===== config.mk =====
export PLATFORM = sky130hd
export DESIGN_NAME = field_wr_arbiter
export DESIGN_NICKNAME = d
export VERILOG_FILES = /design/src/rtl/field_wr_pkg.sv /design/src/rtl/field_wr_arbiter_rr_pick.sv /design/src/rtl/field_wr_arbiter.sv
export SDC_FILE = /design/constraint.sdc
export NUM_CORES = 1
export LEC_CHECK = 0
export ABC_AREA = 1
export BUFFER_PORTS_ARGS = -buffer_cell sky130_fd_sc_hd__buf_2
export CAP_MARGIN = 0
export CORE_AREA = 5 5 53 55
export DETAILED_ROUTE_END_ITERATION = 16
export DIE_AREA = 0 0 58 60
export PLACE_DENSITY = 0.74
export SLEW_MARGIN = 10
export SYNTH_ARGS = -nofsm -noshare
export SYNTH_HDL_FRONTEND = slang
export SYNTH_SLANG_ARGS = --single-unit

===== constraint.sdc =====
create_clock -name clock_0 -period 1.5 [get_ports clock_0]
set_input_delay 0.3 -clock clock_0 [delete_from_list [all_inputs] [get_ports clock_0]]
set_output_delay 0.3 -clock clock_0 [all_outputs]
set_load 0.03 [all_outputs]

===== src/rtl/field_wr_pkg.sv =====
// -----------------------------------------------------------------------------
// field_wr_pkg
// Shared definitions for the field write arbiter:
//   - fw_state_e    : arbiter FSM states (FW_IDLE, FW_GRANT)
//   - OVERLAP_CNT_W : width of the saturating overlap counter
//   - MERGE_W       : working width of masked_merge (upper bound on REG_W)
//   - masked_merge  : bitwise read-modify-write, (old & ~mask) | (data & mask)
// -----------------------------------------------------------------------------
package field_wr_pkg;

    localparam int OVERLAP_CNT_W = 8;

    // masked_merge works on a fixed wide word; callers zero-extend their
    // operands and truncate the result back to their register width.
    localparam int MERGE_W = 64;

    typedef enum logic [0:0] {
        FW_IDLE  = 1'b0,
        FW_GRANT = 1'b1
    } fw_state_e;

    // Pure bitwise merge: bits with mask=1 take data, the rest keep old_val.
    function automatic logic [MERGE_W-1:0] masked_merge(
        input logic [MERGE_W-1:0] old_val,
        input logic [MERGE_W-1:0] data,
        input logic [MERGE_W-1:0] mask
    );
        return (old_val & ~mask) | (data & mask);
    endfunction

endpackage


===== src/rtl/field_wr_arbiter_rr_pick.sv =====
// -----------------------------------------------------------------------------
// rr_pick
// Combinational round-robin selector. Searches req upward from ptr, wrapping
// at NUM_REQ, and returns the first requester found.
// Ports:
//   req    in  NUM_REQ : request vector
//   ptr    in  PTR_W   : search start index (always < NUM_REQ)
//   onehot out NUM_REQ : one-hot of the selected requester (0 if none)
//   idx    out PTR_W   : index of the selected requester (0 if none)
//   any    out 1       : at least one request is present
// -----------------------------------------------------------------------------
module rr_pick #(
    parameter int NUM_REQ = 2,
    parameter int PTR_W   = 1
) (
    input  logic [NUM_REQ-1:0] req,
    input  logic [PTR_W-1:0]   ptr,
    output logic [NUM_REQ-1:0] onehot,
    output logic [PTR_W-1:0]   idx,
    output logic               any
);

    int cand;

    always_comb begin
        onehot = '0;
        idx    = '0;
        any    = 1'b0;
        cand   = 0;
        for (int k = 0; k < NUM_REQ; k++) begin
            // ptr < NUM_REQ, so one subtraction is enough to wrap.
            cand = int'(ptr) + k;
            if (cand >= NUM_REQ) begin
                cand = cand - NUM_REQ;
            end
            if (!any && req[cand]) begin
                any          = 1'b1;
                idx          = PTR_W'(cand);
                onehot[cand] = 1'b1;
            end
        end
    end

endmodule


===== src/rtl/field_wr_arbiter.sv =====
// -----------------------------------------------------------------------------
// field_wr_arbiter
// Serializes masked slice writes from NUM_REQ requesters into one shared
// signed partial-field register, with round-robin arbitration.
//
// Handshake: a requester raises req[i] (level) and holds it; the arbiter
// answers with a registered one-hot gnt; on the following edge, if req[i] is
// still high, the masked write commits using wr_data/wr_mask sampled at that
// edge and ack[i] pulses for one cycle. A requester must drop req[i] in the
// cycle it sees ack[i]; dropping req[i] while granted aborts with no write.
//
// Parameters: NUM_REQ (2..8), REG_W, REG_LSB, RESET_VAL.
// Ports:
//   clock_0     in  1               : clock, rising edge
//   reset_n     in  1               : asynchronous active-low reset
//   req         in  NUM_REQ         : write requests
//   wr_data     in  NUM_REQ*REG_W   : lane i data at [i*REG_W +: REG_W]
//   wr_mask     in  NUM_REQ*REG_W   : lane i bit enables, same packing
//   gnt         out NUM_REQ         : registered one-hot grant
//   ack         out NUM_REQ         : one-cycle commit pulse
//   reg_q       out signed [REG_LSB+REG_W-1:REG_LSB] : register image
//   busy        out 1               : FSM is not idle (state debug view)
//   overlap_cnt out 8               : saturating count of overlapping-mask
//                                     arbitration cycles
// Build option: FIELD_WR_TRACE_EN adds simulation-only grant/commit/abort
// trace messages; the synthesized logic is the same either way.
// -----------------------------------------------------------------------------
module field_wr_arbiter
    import field_wr_pkg::*;
#(
    parameter int               NUM_REQ   = 2,
    parameter int               REG_W     = 3,
    parameter int               REG_LSB   = 26,
    parameter logic [REG_W-1:0] RESET_VAL = '0
) (
    input  logic                               clock_0,
    input  logic                               reset_n,
    input  logic [NUM_REQ-1:0]                 req,
    input  logic [NUM_REQ*REG_W-1:0]           wr_data,
    input  logic [NUM_REQ*REG_W-1:0]           wr_mask,
    output logic [NUM_REQ-1:0]                 gnt,
    output logic [NUM_REQ-1:0]                 ack,
    output logic signed [REG_LSB+REG_W-1:REG_LSB] reg_q,
    output logic                               busy,
    output logic [OVERLAP_CNT_W-1:0]           overlap_cnt
);

    localparam int PTR_W = (NUM_REQ > 1) ? $clog2(NUM_REQ) : 1;

    fw_state_e         state;
    logic [PTR_W-1:0]  rr_ptr;
    logic [PTR_W-1:0]  gnt_idx;
    logic [REG_W-1:0]  reg_img;

    logic [NUM_REQ-1:0] pick_onehot;
    logic [PTR_W-1:0]   pick_idx;
    logic               pick_any;

    logic               overlap;
    logic [REG_W-1:0]   sel_data;
    logic [REG_W-1:0]   sel_mask;
    logic [REG_W-1:0]   merged;
    logic [PTR_W-1:0]   next_ptr;

    rr_pick #(
        .NUM_REQ (NUM_REQ),
        .PTR_W   (PTR_W)
    ) u_rr_pick (
        .req    (req),
        .ptr    (rr_ptr),
        .onehot (pick_onehot),
        .idx    (pick_idx),
        .any    (pick_any)
    );

    // Any pair of requesting lanes whose masks share a bit.
    always_comb begin
        overlap = 1'b0;
        for (int i = 0; i < NUM_REQ; i++) begin
            for (int j = i + 1; j < NUM_REQ; j++) begin
                if (req[i] && req[j] &&
                    (|(wr_mask[i*REG_W +: REG_W] & wr_mask[j*REG_W +: REG_W]))) begin
                    overlap = 1'b1;
                end
            end
        end
    end

    // Data/mask of the granted lane, taken live at the commit edge.
    always_comb begin
        sel_data = wr_data[gnt_idx*REG_W +: REG_W];
        sel_mask = wr_mask[gnt_idx*REG_W +: REG_W];
        merged   = REG_W'(masked_merge(MERGE_W'(reg_img), MERGE_W'(sel_data),
                                       MERGE_W'(sel_mask)));
        if (int'(gnt_idx) == NUM_REQ - 1) begin
            next_ptr = '0;
        end else begin
            next_ptr = gnt_idx + PTR_W'(1);
        end
    end

    always_ff @(posedge clock_0 or negedge reset_n) begin
        if (!reset_n) begin
            state       <= FW_IDLE;
            rr_ptr      <= '0;
            gnt_idx     <= '0;
            gnt         <= '0;
            ack         <= '0;
            busy        <= 1'b0;
            reg_img     <= RESET_VAL;
            overlap_cnt <= '0;
        end else begin
            case (state)
                FW_IDLE: begin
                    ack <= '0;
                    if (pick_any) begin
                        gnt     <= pick_onehot;
                        gnt_idx <= pick_idx;
                        busy    <= 1'b1;
                        state   <= FW_GRANT;
                        if (overlap && (overlap_cnt != {OVERLAP_CNT_W{1'b1}})) begin
                            overlap_cnt <= overlap_cnt + OVERLAP_CNT_W'(1);
                        end
                    end
                end
                FW_GRANT: begin
                    gnt   <= '0;
                    busy  <= 1'b0;
                    state <= FW_IDLE;
                    if (req[gnt_idx]) begin
                        reg_img <= merged;
                        ack     <= gnt;
                        rr_ptr  <= next_ptr;
                    end
                    // Abort path: pointer, image and ack stay as they are.
                end
                default: begin
                    state <= FW_IDLE;
                    gnt   <= '0;
                    ack   <= '0;
                    busy  <= 1'b0;
                end
            endcase
        end
    end

    assign reg_q = reg_img;

`ifdef FIELD_WR_TRACE_EN
    always @(posedge clock_0) begin
        if (reset_n) begin
            if (state == FW_IDLE && pick_any) begin
                $display("[%0t] field_wr_arbiter: grant %0d", $time, pick_idx);
            end else if (state == FW_GRANT && req[gnt_idx]) begin
                $display("[%0t] field_wr_arbiter: commit %0d mask=%b old=%b new=%b",
                         $time, gnt_idx, sel_mask, reg_img, merged);
            end else if (state == FW_GRANT) begin
                $display("[%0t] field_wr_arbiter: abort %0d", $time, gnt_idx);
            end
        end
    end
`endif

endmodule


==> impl_results.html <==
<table>
<tr><th>Metric</th><th>Value</th></tr>
<tr><th colspan="2">Run status</th></tr>
<tr><td>Outcome</td><td>complete, no violations</td></tr>
<tr><th colspan="2">Timing</th></tr>
<tr><td>Unrepaired setup endpoints after global routing</td><td>no</td></tr>
<tr><td>Max Slew Vio Count</td><td>0</td></tr>
<tr><td>Hold violation total from the final report</td><td>0</td></tr>
<tr><td>Setup TNS</td><td>0 ps</td></tr>
<tr><td>Maximum clock rate</td><td>between 0.7 and 0.8 GHz</td></tr>
<tr><td>Max-Slew Margin vs Limit</td><td>between 70% and 80%</td></tr>
<tr><td>Slew of the pin with the lowest slew margin</td><td>between 400 and 500 ps</td></tr>
<tr><td>Share of the clock period used by the worst path after layout</td><td>around 88%</td></tr>
<tr><td>Setup Skew</td><td>around 3.7 ps</td></tr>
<tr><td>Minimum clock period after layout</td><td>between 1000 and 1500 ps</td></tr>
<tr><td>Final number of setup-violating endpoints</td><td>0</td></tr>
<tr><th colspan="2">Floorplanning</th></tr>
<tr><td>Die span in y</td><td>roughly 60 um</td></tr>
<tr><td>Initial Util</td><td>45.2%</td></tr>
<tr><td>Overall die area</td><td>0.00348 mm2</td></tr>
<tr><td>Horizontal die dimension</td><td>58 um</td></tr>
<tr><td>Number of rows in the core area</td><td>18</td></tr>
<tr><td>Core region area</td><td>0.00234 mm2</td></tr>
<tr><td>Top Ports</td><td>32</td></tr>
<tr><th colspan="2">Setup path</th></tr>
<tr><td>Worst endpoint required time</td><td>between 1500 and 2000 ps</td></tr>
<tr><td>Crit path max-delay cell type</td><td>dfrtp_1</td></tr>
<tr><td>Nature of the critical path endpoint</td><td>flop</td></tr>
<tr><td>Category of the most critical setup path</td><td>reg2reg</td></tr>
<tr><td>Cell chain of the critical path</td><td>ha_1 -&gt; inv_1 -&gt; nor2_1 -&gt; nand2_2 -&gt; nand2_2 -&gt; nor2_4 -&gt; nand2_1 -&gt; nand2_1</td></tr>
<tr><td>Delay of the slowest cell on the worst path</td><td>~430 ps</td></tr>
<tr><td>Crit path launch type</td><td>flop</td></tr>
<tr><td>CP Data Arrival Time</td><td>between 1500 and 2000 ps</td></tr>
<tr><td>Maximum fanout along the worst path</td><td>5</td></tr>
<tr><th colspan="2">Synth</th></tr>
<tr><td>Synthesized netlist cell count</td><td>131</td></tr>
<tr><td>Synthesis warning total</td><td>0</td></tr>
<tr><td>Largest family of logic cells by synthesized area</td><td>simple AND/OR/NAND/NOR gates</td></tr>
<tr><td>Share of the yosys chip area belonging to registers</td><td>between 40% and 50%</td></tr>
<tr><td>Portion of netlist area occupied by mux cells</td><td>under 10%</td></tr>
<tr><td>Post-Synth Simple-Gate Area</td><td>31.9%</td></tr>
<tr><td>Mean instance size in the synthesized netlist</td><td>between 8 and 9 um2</td></tr>
<tr><td>Flop and latch count out of synthesis</td><td>19</td></tr>
<tr><td>Adder and majority gate portion of the synthesized area</td><td>~1.2%</td></tr>
<tr><td>Net count after synthesis</td><td>approximately 150</td></tr>
<tr><td>Synth Area in Compound Gates</td><td>roughly a tenth</td></tr>
<tr><td>Xor and xnor fraction of the mapped netlist area</td><td>about 2.5%</td></tr>
<tr><td>Netlist area before placement</td><td>0.00106 mm2</td></tr>
<tr><td>Post-synth cell types</td><td>27</td></tr>
<tr><th colspan="2">Cells and area</th></tr>
<tr><td>Final-stage net count</td><td>approximately 180</td></tr>
<tr><td>Filler Cell Count</td><td>~240</td></tr>
<tr><td># diodes</td><td>0</td></tr>
<tr><td>Layout cell share with drive strength beyond 1</td><td>26.7%</td></tr>
<tr><td>Post-layout utilization of the core</td><td>54.2%</td></tr>
<tr><td>Area grow syn2layout</td><td>19.9%</td></tr>
<tr><th colspan="2">Placement</th></tr>
<tr><td>Final GP Congestion</td><td>slightly below 0.8</td></tr>
<tr><td>Half-perimeter wire length after placement</td><td>roughly 1.7 mm</td></tr>
<tr><td>Number of port buffers</td><td>31</td></tr>
<tr><th colspan="2">Route</th></tr>
<tr><td>Via count</td><td>950</td></tr>
<tr><td>Wire length reported by the detailed router</td><td>approximately 2.1 mm</td></tr>
<tr><td>Drt first-iter violations</td><td>18</td></tr>
<tr><td>Remaining design rule violation count</td><td>0</td></tr>
<tr><td>Number of routed nets with antenna violations</td><td>0</td></tr>
<tr><td>Routed wirelength normalized by instance count</td><td>approximately 11 um</td></tr>
<tr><td>Vias per cell</td><td>roughly 4.9</td></tr>
<tr><td>Router iterations before antenna repair</td><td>4</td></tr>
<tr><th colspan="2">CTS</th></tr>
<tr><td>Quantity of gates resized following cts</td><td>0</td></tr>
<tr><td>Clock transition at the registers of the reported paths</td><td>roughly 100 ps</td></tr>
<tr><td>Latest clock arrival within the worst-skew pair</td><td>290 ps</td></tr>
<tr><td>Clk buf depth</td><td>2</td></tr>
<tr><td>Number of clock buffers inserted by TritonCTS</td><td>3</td></tr>
<tr><td>Post-CTS Repair Setup Buffers</td><td>0</td></tr>
<tr><td>Sink Count</td><td>19</td></tr>
<tr><td>Number of buffers added to fix hold violations after cts</td><td>1</td></tr>
<tr><td>H-tree levels</td><td>1</td></tr>
<tr><td>Clock tree root driver cell</td><td>clkbuf_4</td></tr>
<tr><td>TritonCTS clock tree</td><td>yes</td></tr>
<tr><th colspan="2">Run</th></tr>
<tr><td>Maximum capacitance violations</td><td>0</td></tr>
<tr><th colspan="2">Power and ir drop</th></tr>
<tr><td>P_leak</td><td>around 0.00067 uW</td></tr>
<tr><td>Total power divided by cell area</td><td>between 1000 and 1500 mW/mm2</td></tr>
<tr><td>Worst VDD drop</td><td>about 0.8 mV</td></tr>
<tr><th colspan="2">GRT</th></tr>
<tr><td>Leftover overflow at the end of global routing</td><td>0</td></tr>
<tr><td>Number of global-route vias before repair</td><td>roughly 920</td></tr>
<tr><td>Antenna violations before repair</td><td>0</td></tr>
<tr><td>Global-route wire length before repair</td><td>roughly 3.7 mm</td></tr>
<tr><td>Global-route usage over all layers</td><td>between 10% and 20%</td></tr>
<tr><td>Pin count of the biggest net entering global routing</td><td>20</td></tr>
<tr><th colspan="2">Worst hold path</th></tr>
<tr><td>Worst hold path type</td><td>in2reg</td></tr>
</table>
path summary, 6_finish.rpt:
check,startpoint,end,slack [ps],cells past startpoint
setup / recovery,overlap_cnt[0],overlap_cnt[7],180,8
hold / removal,wr_data[0],flop,280,3
setup reg to reg,overlap_cnt[0],overlap_cnt[7],180,8
hold reg to reg,flop,flop,500,2
max in group asynchronous,reset_n,overlap_cnt[5],740,2
min in group asynchronous,reset_n,overlap_cnt[3],460,2
cells in the mapped netlist:
library cell / instances / area share [%]
nand2_1: 49 / 17
dfrtp_1: 19 / 45
inv_1: 12 / 4.3
nand3_1: 7 / 3.3
o21ai_1: 6 / 2.8
nor2_1: 5 / 1.8
o21ai_0: 4 / 1.9
mux2i_1: 3 / 2.8
nand2_2: 3 / 1.8
inv_2: 2 / 0.71
nand3b_1: 2 / 1.4
o211ai_1: 2 / 1.4
o22ai_1: 2 / 1.2
xnor2_1: 2 / 1.7
a21oi_1: 1 / 0.47
a31oi_1: 1 / 0.59
buf_4: 1 / 0.71
buf_6: 1 / 1.1
ha_1: 1 / 1.2
nand2_4: 1 / 1.1
nand3_4: 1 / 1.7
nand4_1: 1 / 0.59
nor2_4: 1 / 1.1
nor2_8: 1 / 1.9
o21ai_2: 1 / 0.83
o21bai_1: 1 / 0.71
xor2_1: 1 / 0.83
layer usage:
metal | global-route usage, % | share of wire (%)
met2 | 25.2 | 52
met4 | 4.97 | 0
met1 | 16.7 | 42
met3 | 2.16 | 5.9
met5 | 0 | 0
placed cells by master (no fill, tap or decap):
| master | count |
|---|---|
| nand2_1 | 49 |
| buf_2 | 31 |
| dfrtp_1 | 19 |
| inv_1 | 12 |
| nand3_1 | 7 |
| o21ai_1 | 6 |
| nor2_1 | 5 |
| o21ai_0 | 4 |
| nand2_2 | 3 |
| mux2i_1 | 3 |
| clkbuf_4 | 3 |
| inv_2 | 2 |
| o211ai_1 | 2 |
| o22ai_1 | 2 |
| nand3b_1 | 2 |
| xnor2_1 | 2 |
| nand2_4 | 1 |
| o21ai_2 | 1 |
| nor2_8 | 1 |
| nor2_4 | 1 |
| nand3_4 | 1 |
| a31oi_1 | 1 |
| nand4_1 | 1 |
| a21oi_1 | 1 |
| o21bai_1 | 1 |
| xor2_1 | 1 |
| ha_1 | 1 |
| clkbuf_1 | 1 |
| dlygate4sd3_1 | 1 |
worst max-delay path, delay by kind of cell, from the launching register on:
kind / cells / cell delay (ps)
DFF: 1 / 430
buffers and inverters: 1 / 70
and+or+nand+nor: 6 / 490
adders and majority gates: 1 / 270
power by group:
group / internal [uW] / switching (uW) / total [uW] / leakage, uW
Clock: 103 / 143 / 246 / 0.0000150
Combinational: 233 / 448 / 681 / 0.000410
Sequential: 641 / 140 / 781 / 0.000247
Total: 977 / 731 / 1710 / 0.000672
area by class of cell:
class	instances	area (um2)	area share [%]
inverters	14	52.6	4.14
multi-input cells	96	512	40.3
repair buffers	32	165	13.0
flip-flops and latches	19	475	37.5
well taps	30	37.5	2.96
clock buffers	4	26.3	2.07
kinds of logic after synthesis:
logic type	count (synthesis)
compound gates	18
xor+xnor	3
fa+ha+maj	1
buf+inv	16
flops	19
mux	3
simple gates	71
through the flow:
step,cell area [um2],cells,hold WS (ps),power (uW),setup slack [ps]
after floorplan,1060,131,4.41,1280,84.7
after global placement,1230,190,260,1470,241
after detailed placement,1230,190,266,1480,186
after CTS,1270,195,263,1740,160
after global routing,1270,195,268,1850,41.8
final,1270,195,281,1710,185
Note: power is estimated with default switching activity, not from simulation.
